**src/rtl/ssub_seq.sv**
```systemverilog
// Digit-serial signed subtractor: diff = A - B, DIGIT bits per clock, carry kept between digits.
// Optional saturation on signed overflow when SSUB_SAT_EN is defined.
module ssub_seq #(
   parameter int WIDTH = 32,
   parameter int DIGIT = 8
) (
   input  logic             clk,
   input  logic             rst_n,
   input  logic             in_valid,
   output logic             in_ready,
   input  logic [WIDTH-1:0] A,
   input  logic [WIDTH-1:0] B,
   output logic             out_valid,
   input  logic             out_ready,
   output logic [WIDTH-1:0] diff,
   output logic             ovf,
   output logic             neg,
   output logic             zero
);

   localparam int NDIG = WIDTH / DIGIT;
   localparam int KW   = (NDIG > 1) ? $clog2(NDIG) : 1;
   localparam logic [KW-1:0] KLAST = KW'(NDIG - 1);

   if ((WIDTH % DIGIT) != 0 || DIGIT < 1) begin : g_param_check
      $error("ssub_seq: WIDTH must be a positive multiple of DIGIT");
   end

   typedef enum logic [1:0] {
      IDLE = 2'd0,
      SUB  = 2'd1,
      DONE = 2'd2
   } state_t;

   state_t state, state_nxt;

   logic [WIDTH-1:0]        opa;
   logic [WIDTH-1:0]        opb_n;
   logic                    carry;
   logic [KW-1:0]           k;
   logic [DIGIT:0]          dsum;
   logic signed [WIDTH-1:0] diff_r;
   logic signed [WIDTH-1:0] diff_wrap;
   logic signed [WIDTH-1:0] diff_fin;
   logic                    ovf_fin;
   logic                    ovf_r, neg_r, zero_r;
   logic                    accept;
   logic                    last_dig;

   // Signed overflow of a - b, expressed on the latched minuend and inverted subtrahend:
   // operand signs differ when opa and opb_n share a sign bit.
   function automatic logic sub_ovf(input logic a_msb, input logic bn_msb, input logic d_msb);
      return (a_msb == bn_msb) && (d_msb != a_msb);
   endfunction

`ifdef SSUB_SAT_EN
   function automatic logic signed [WIDTH-1:0] sat_clamp(
      input logic signed [WIDTH-1:0] d,
      input logic                    ov,
      input logic                    a_neg
   );
      logic signed [WIDTH-1:0] r;
      r = d;
      if (ov) r = a_neg ? {1'b1, {(WIDTH-1){1'b0}}} : {1'b0, {(WIDTH-1){1'b1}}};
      return r;
   endfunction
`endif

   assign accept   = (state == IDLE) && in_valid;
   assign last_dig = (k == KLAST);

   // Next-state and handshake outputs
   always_comb begin
      state_nxt = state;
      in_ready  = 1'b0;
      out_valid = 1'b0;
      case (state)
         IDLE: begin
            in_ready = 1'b1;
            if (in_valid) state_nxt = SUB;
         end
         SUB: begin
            if (last_dig) state_nxt = DONE;
         end
         DONE: begin
            out_valid = 1'b1;
            if (out_ready) state_nxt = IDLE;
         end
         default: state_nxt = IDLE;
      endcase
   end

   always_ff @(posedge clk or negedge rst_n) begin
      if (!rst_n) state <= IDLE;
      else        state <= state_nxt;
   end

   // One digit of opa + ~B + carry; the final digit also yields the flags.
   always_comb begin
      dsum = {1'b0, opa[k*DIGIT +: DIGIT]} + {1'b0, opb_n[k*DIGIT +: DIGIT]}
             + {{DIGIT{1'b0}}, carry};
      diff_wrap = diff_r;
      diff_wrap[k*DIGIT +: DIGIT] = dsum[DIGIT-1:0];
      ovf_fin = sub_ovf(opa[WIDTH-1], opb_n[WIDTH-1], diff_wrap[WIDTH-1]);
`ifdef SSUB_SAT_EN
      diff_fin = sat_clamp(diff_wrap, ovf_fin, opa[WIDTH-1]);
`else
      diff_fin = diff_wrap;
`endif
   end

   // Operand latch: data only, loaded on the acceptance edge.
   always_ff @(posedge clk) begin
      if (accept) begin
         opa   <= A;
         opb_n <= ~B;
      end
   end

   always_ff @(posedge clk or negedge rst_n) begin
      if (!rst_n) begin
         carry  <= 1'b0;
         k      <= '0;
         diff_r <= '0;
         ovf_r  <= 1'b0;
         neg_r  <= 1'b0;
         zero_r <= 1'b0;
      end else begin
         case (state)
            IDLE: begin
               if (in_valid) begin
                  carry <= 1'b1;
                  k     <= '0;
               end
            end
            SUB: begin
               carry <= dsum[DIGIT];
               k     <= k + KW'(1);
               if (last_dig) begin
                  diff_r <= diff_fin;
                  ovf_r  <= ovf_fin;
                  neg_r  <= diff_fin[WIDTH-1];
                  zero_r <= (diff_fin == '0);
               end else begin
                  diff_r <= diff_wrap;
               end
            end
            default: ;
         endcase
      end
   end

   assign diff = diff_r;
   assign ovf  = ovf_r;
   assign neg  = neg_r;
   assign zero = zero_r;

endmodule

```
**config.mk**
```make
export PLATFORM = sky130hd
export DESIGN_NAME = ssub_seq
export DESIGN_NICKNAME = d
export VERILOG_FILES = /design/src/rtl/ssub_seq.sv
export SDC_FILE = /design/constraint.sdc
export NUM_CORES = 1
export LEC_CHECK = 0
export ABC_AREA = 0
export CORE_ASPECT_RATIO = 1.5
export CORE_UTILIZATION = 40
export DETAILED_ROUTE_END_ITERATION = 7
export HOLD_SLACK_MARGIN = 0.1
export PLACE_DENSITY = 0.71
export SETUP_SLACK_MARGIN = 0.1
export SLEW_MARGIN = 25
export SYNTH_ARGS = -nofsm -noshare
export SYNTH_HDL_FRONTEND = slang
export SYNTH_SLANG_ARGS = --single-unit
```
**constraint.sdc**
```tcl
create_clock -name clk -period 5.4 [get_ports clk]
set_input_delay 0.81 -clock clk [delete_from_list [all_inputs] [get_ports clk]]
set_output_delay 0.81 -clock clk [all_outputs]
set_load 0.02 [all_outputs]
```
==> results_dict.tcl, run 1 <==
set metrics [dict create \
    synth-seq-cells 104 \
    grt_first_pass_wirelength_um 16200 \
    ir_worst_vdd_mv 0.373 \
    hold_end "diff[1]$_DFFE_PN0P_" \
    fmax_mhz 285 \
    internal_power_w 0.00224 \
    wl_um 9910 \
    wl_per_cell_um 16.9 \
    firstDrtPassIters 4 \
    pwr-share-clk_pct 16.2 \
    arrival_ps 3800 \
    post_cts_buffers 0 \
    yosys_most_used_dff "edfxtp_1" \
    drive_gt1_share_pct 11.1 \
    max_cap_violations 0 \
    dr.max_layer_used "met4" \
    synth_commonest_cells "edfxtp_1, inv_1, dfrtp_1" \
    clk_pin_slew_ps 70 \
    report.final.slew_viol_count 0 \
    switchingPower_w 0.00158 \
    cts_resized 0 \
    ff2ff_path_depth 9 \
    clockBufferDepth 2 \
    h-tree-depth 3 \
    seqPwrFrac_pct 32.6 \
    syn_area_per_cell_um2 14.0 \
    status "finished, final reports clean" \
    worst_pin_slew_ps 874 \
    synthArstFlopShare_pct 38.5 \
    die_y_um 134 \
    place_congestion 0.885 \
    yosysTopAreaCell "edfxtp_1" \
    fillerInstances 939 \
    core_area_mm2 0.0111 \
    min_from "diff[1]$_DFFE_PN0P_" \
    cts_tree "done" \
    r2r_slack_ps 1890 \
    setup_viol 0 \
    antenna_found_initial 0 \
    ys_warn_count 0 \
    grt_pass1_vias 3313 \
    syn_nets 413 \
    rows 47 \
    ys_types 50 \
    hpwl_um 7540 \
    drt_iter0_markers 156 \
    start_util_pct 41.6 \
    grt_max_degree 66 \
    leakagePower_nw 2.43 \
    skew_ps 8.53 \
    drc 0 \
    yosys.area.top_type_share_pct 41.6 \
    final_util_pct 54.7 \
    gr-usage-all-layers_pct 17.8 \
    comb_power_share_pct 51.2 \
    wirelength_met1_um 3750 \
    setup_tns_ps 0 \
    clkSinkCount 104 \
    r2r_end "ovf$_DFFE_PN0P_" \
    slew_headroom_pct 41.7 \
    dieWidth_um 89.7 \
    num_antenna_cells 0 \
    insertion_delay_ps 350 \
    placement.io_buffers 104 \
    cts_root_buf "clkbuf_16" \
    overflow 0 \
    path_class "reg -> reg" \
    netSwitchingFraction_pct 41.3 \
    dr_wl_met2_um 5300 \
    syn_inst 330 \
    cp_max_fo 18 \
    synth_edf_count 64 \
    p_per_area_mw_per_mm2 628 \
    ys_top_cells_by_area "edfxtp_1, dfrtp_1, mux4_2" \
    pin_count 105 \
    ys_seq_area_share_pct 63.3 \
    required_ps 5690 \
    r2r_start "k[0]$_DFFE_PN0P_" \
    area_growth_syn_to_layout_pct 31.7 \
    rsz0062_at_grt "false" \
    synth.most_common_cell "edfxtp_1" \
    dieArea_mm2 0.0120 \
    worstSetupStartpointType "register" \
    whs_path_depth 2 \
    cts_hold_buf 0 \
    wl_met3_um 434 \
    min-delay-path-class "reg -> reg" \
    fin_nets 519 \
    detail-route-antenna-nets 0 \
    cts-buffers-inserted 9 \
    finalCriticalPeriod_ps 3510 \
    drt-vias-per-instance 5.23 \
    num_vias 3078 \
    fin_crit_sh_pct 65.0 \
    netlist_area_mm2 0.00462 \
    finalHoldViolCount 0 \
    cp-end-kind "register" \
]
## kinds of logic (layout without fill, tap and decap cells)
family,after synthesis,after routing,share of synthesized area [%]
adders and majority gates,15,15,4.39
buffers and inverters,53,164,4.61
and+or+nand+nor,77,77,9.51
muxes,16,16,7.80
AOI/OAI and AO/OA,61,61,9.65
DFF,104,104,63.3
xor gates and xnor gates,4,4,0.759
## power by group through the flow
stage	sequential (W)	combinational [W]	clock, W
finish	0.00124	0.00196	0.000620
global route	0.00127	0.00212	0.000656
global placement	0.00125	0.00190	0
CTS	0.00125	0.00195	0.000630
detailed placement	0.00126	0.00194	0
floorplan	0.00129	0.00127	0
## metal layers
layer	vias up	track usage [%]
met3	27	3.71
met2	116	30.7
met4	0	12.6
li1	1447	-
met5	-	0
met1	1488	19.4
## critical path, cell delays in order, from the launching register on
cell and delay [ps]:
dfrtp_1 710, buf_4 380, mux4_2 550, ha_1 310
a21o_1 180, and4_4 200, o21ai_1 110, or3b_1 520
a311o_1 420, nand3_1 70
## state kept, by name (all words and copies together), names as in the netlist
| register | count |
|---|---|
| diff | 32 |
| carry | 1 |
| neg | 1 |
| opa | 32 |
| state | 2 |
| ovf | 1 |
| opb_n | 32 |
| k | 2 |
| zero | 1 |
## metrics by stage
stage          std cells  cell area (µm²)  worst slack (ps)  power, W  hold slack (ps)
3_3_place_gp         572             5800              1940   0.00316              503
2_1_floorplan        330             4620              2200   0.00256              514
5_1_grt              588             6080              1630   0.00405              538
6_report             588             6080              1890   0.00382              500
3_5_place_dp         572             5800              1890   0.00320              488
4_1_cts              588             6080              1870   0.00383              503
## how the worst max path moves through the flow
stage	endpoint	slack, ps	startpoint
after global routing	ovf$_DFFE_PN0P_	1630	k[0]$_DFFE_PN0P_
final	ovf$_DFFE_PN0P_	1890	k[0]$_DFFE_PN0P_
after CTS	ovf$_DFFE_PN0P_	1870	k[0]$_DFFE_PN0P_
after floorplan	ovf$_DFFE_PN0P_	2200	k[0]$_DFFE_PN0P_
after detailed placement	ovf$_DFFE_PN0P_	1890	k[0]$_DFFE_PN0P_
after global placement	ovf$_DFFE_PN0P_	1940	k[0]$_DFFE_PN0P_
## layout make-up
type                            count  area, µm²  area share, %
Inverter                           42        158           2.59
Timing Repair Buffer              106       1050           17.3
Clock buffer                       12        259           4.26
Tap cell                          147        184           3.02
Multi-Input combinational cell    173       1480           24.4
Sequential cell                   104       2920           48.1
Clock inverter                      4       25.0          0.411
## layout by cell type (no fill, tap or decap), types with 3 or more instances in the layout
cell type,netlist,final
a21oi_1,8,8
a22o_1,20,20
a22o_2,4,4
clkbuf_16,0,10
clkdlybuf4s50_1,0,103
dfrtp_1,40,40
edfxtp_1,64,64
ha_1,13,13
inv_1,42,41
mux4_2,16,16
nand2_1,17,17
nand2b_1,3,3
nand3_1,8,8
nand3b_1,3,3
nand4_1,3,3
nor2_1,11,11
nor2b_1,3,3
nor3_1,10,10
o21ai_0,10,10
o21ai_1,6,6
o22ai_1,3,3
or4_1,3,3
xnor2_1,4,4
No activity file was read; power rests on OpenSTA's default activity.
==> run 2: changes to the inputs <==
==> constraint.sdc (replaced) <==
create_clock -name clk -period 3.24 [get_ports clk]
set_input_delay 0.486 -clock clk [delete_from_list [all_inputs] [get_ports clk]]
set_output_delay 0.486 -clock clk [all_outputs]
set_load 0.02 [all_outputs]
==> run 2 against run 1 <==
Compared with the run above:
- utilization rose by 0.95 points
- register-to-register slack got worse by 1600 ps
- critical endpoint is now zero$_DFFE_PN0P_
- design area up 1.7%
==> results_dict.tcl, run 2 (synthesis results as in run 1) <==
set metrics [dict create \
    status "finished, final reports clean" \
    grt_max_degree 65 \
    fillerInstances 914 \
    wl_um 9860 \
    place_congestion 0.858 \
    placed_cell_area_mm2 0.00586 \
    most-common-layout-cells "clkdlybuf4s50_1, edfxtp_1, inv_1" \
    detail-route-antenna-nets 0 \
    netSwitchingFraction_pct 40.1 \
    grt_pass1_vias 3257 \
    placement.io_buffers 104 \
    drt_iter0_markers 185 \
    start_util_pct 41.6 \
    cts_root_buf "clkbuf_16" \
    dieWidth_um 89.7 \
    clkSinkCount 104 \
    ir_worst_vdd_mv 0.497 \
    crit_path_cell_trace "mux4_2 > fa_2 > inv_1 > fa_2 > nor2b_1 > o221a_2 > nor3_1 > nor2_1 > or3_4 > a31o_1" \
    rows 47 \
    overflow 0 \
    internal_power_w 0.00402 \
    worstSetupStartpointType "register" \
    num_antenna_cells 0 \
    grt_first_pass_wirelength_um 16100 \
    dieArea_mm2 0.0120 \
    max_cap_violations 0 \
    wl_per_cell_um 16.6 \
    r2r_start "k[0]$_DFFE_PN0P_" \
    worst_pin_slew_ps 875 \
    required_ps 3460 \
    firstDrtPassIters 5 \
    seqPwrFrac_pct 30.1 \
    fin_crit_sh_pct 92.0 \
    core_area_mm2 0.0111 \
    cp-end-kind "register" \
    min-delay-path-class "in -> async" \
    setup_viol 0 \
    finalHoldViolCount 0 \
    cts-buffers-inserted 9 \
    r2r_slack_ps 260 \
    die_y_um 134 \
    slowest_delay_ps 530 \
    antenna_found_initial 0 \
    finalCriticalPeriod_ps 2980 \
    cts_tree "done" \
    postLayoutCellArea_mm2 0.00619 \
    crit_top_cell "fa_2" \
    h-tree-depth 3 \
    hpwl_um 7470 \
    area_growth_syn_to_layout_pct 34.0 \
    switchingPower_w 0.00269 \
    report.final.slew_viol_count 0 \
    arrival_ps 3210 \
    pin_count 105 \
    path_class "reg -> reg" \
    r2r_end "zero$_DFFE_PN0P_" \
    crit_slowest_cell "mux4_2" \
    ff2ff_path_depth 10 \
    leakagePower_nw 2.46 \
    insertion_delay_ps 340 \
    cts_hold_buf 0 \
    p_per_area_mw_per_mm2 1080 \
    clockBufferDepth 2 \
    skew_ps 5.78 \
    drive_gt1_share_pct 13.2 \
    rsz0062_at_grt "false" \
    final_common_cell "clkdlybuf4s50_1" \
    drt-vias-per-instance 5.25 \
    setup_tns_ps 0 \
    slew_headroom_pct 41.7 \
    num_vias 3117 \
    fin_nets 525 \
    clk_pin_slew_ps 70 \
    pwr-share-clk_pct 16.5 \
    cp_max_fo 5 \
    fmax_mhz 335 \
    gr-usage-all-layers_pct 17.3 \
    drc 0 \
    comb_power_share_pct 53.4 \
]
[run 2: cell count changes in the layout (fill, tap and decap cells not counted), sizes merged]
cell / before / now
clkbuf: 12 / 14
clkinv: 2 / 0
inv: 44 / 42
clkinvlp: 0 / 1
bufinv: 0 / 1
buf: 3 / 9
[run 2: cell type report]
class	instances	area [µm²]	area share, %
clock buffers	14	274	4.43
clock inverters	2	37.5	0.607
inverters	42	158	2.55
multi-input cells	173	1500	24.2
flip-flops and latches	104	2920	47.3
well taps	147	184	2.97
repair buffers	112	1110	18.0
[run 2: how the worst max path moves through the flow]
stage | endpoint | startpoint | cells past startpoint
2_1_floorplan | zero$_DFFE_PN0P_ | k[0]$_DFFE_PN0P_ | 9
3_3_place_gp | ovf$_DFFE_PN0P_ | k[0]$_DFFE_PN0P_ | 9
3_5_place_dp | ovf$_DFFE_PN0P_ | k[0]$_DFFE_PN0P_ | 9
4_1_cts | zero$_DFFE_PN0P_ | k[0]$_DFFE_PN0P_ | 8
5_1_grt | zero$_DFFE_PN0P_ | k[0]$_DFFE_PN0P_ | 8
6_report | zero$_DFFE_PN0P_ | k[0]$_DFFE_PN0P_ | 10
[run 2: routing by layer]
metal / vias up / global-route usage [%] / wire length, µm
met4: 0 / 8.65 / 242
met5: - / 0 / 0
li1: 1451 / - / -
met3: 14 / 4.34 / 513
met1: 1527 / 19.5 / 3890
met2: 125 / 30.4 / 5220
[run 2: per-stage QoR]
stage	std cells	utilization [%]	total power, W	setup WS [ps]	hold WS (ps)
2_1_floorplan	330	-	0.00428	171	190
3_3_place_gp	578	52.7	0.00542	172	499
3_5_place_dp	578	52.7	0.00551	108	504
4_1_cts	594	55.5	0.00663	101	288
5_1_grt	594	55.7	0.00708	154	337
6_report	594	55.7	0.00671	258	262
[run 2: power groups by stage]
stage	clock (W)	sequential, W	combinational (W)
after floorplan	0	0.00216	0.00213
after global placement	0	0.00204	0.00338
after detailed placement	0	0.00205	0.00347
after CTS	0.00112	0.00202	0.00348
after global routing	0.00117	0.00206	0.00385
final	0.00111	0.00202	0.00358
[run 2: repair_timing]
item | in CTS | in global routing
setup buffers | 0 | 0
endpoints found under the hold margin | 0 | 0
setup endpoints to repair | 2 | 7
resized for setup | 1 | 5
[run 2: critical path: cells and delay by family, from the launching register on]
kind                     cells  cell delay, ps
buffers and inverters        1              80
AND/OR/NAND/NOR              4             770
adder cells (fa/ha/maj)      2             600
multiplexers                 1             530
AO/OA/AOI/OAI                2             450
flip-flops                   1             440
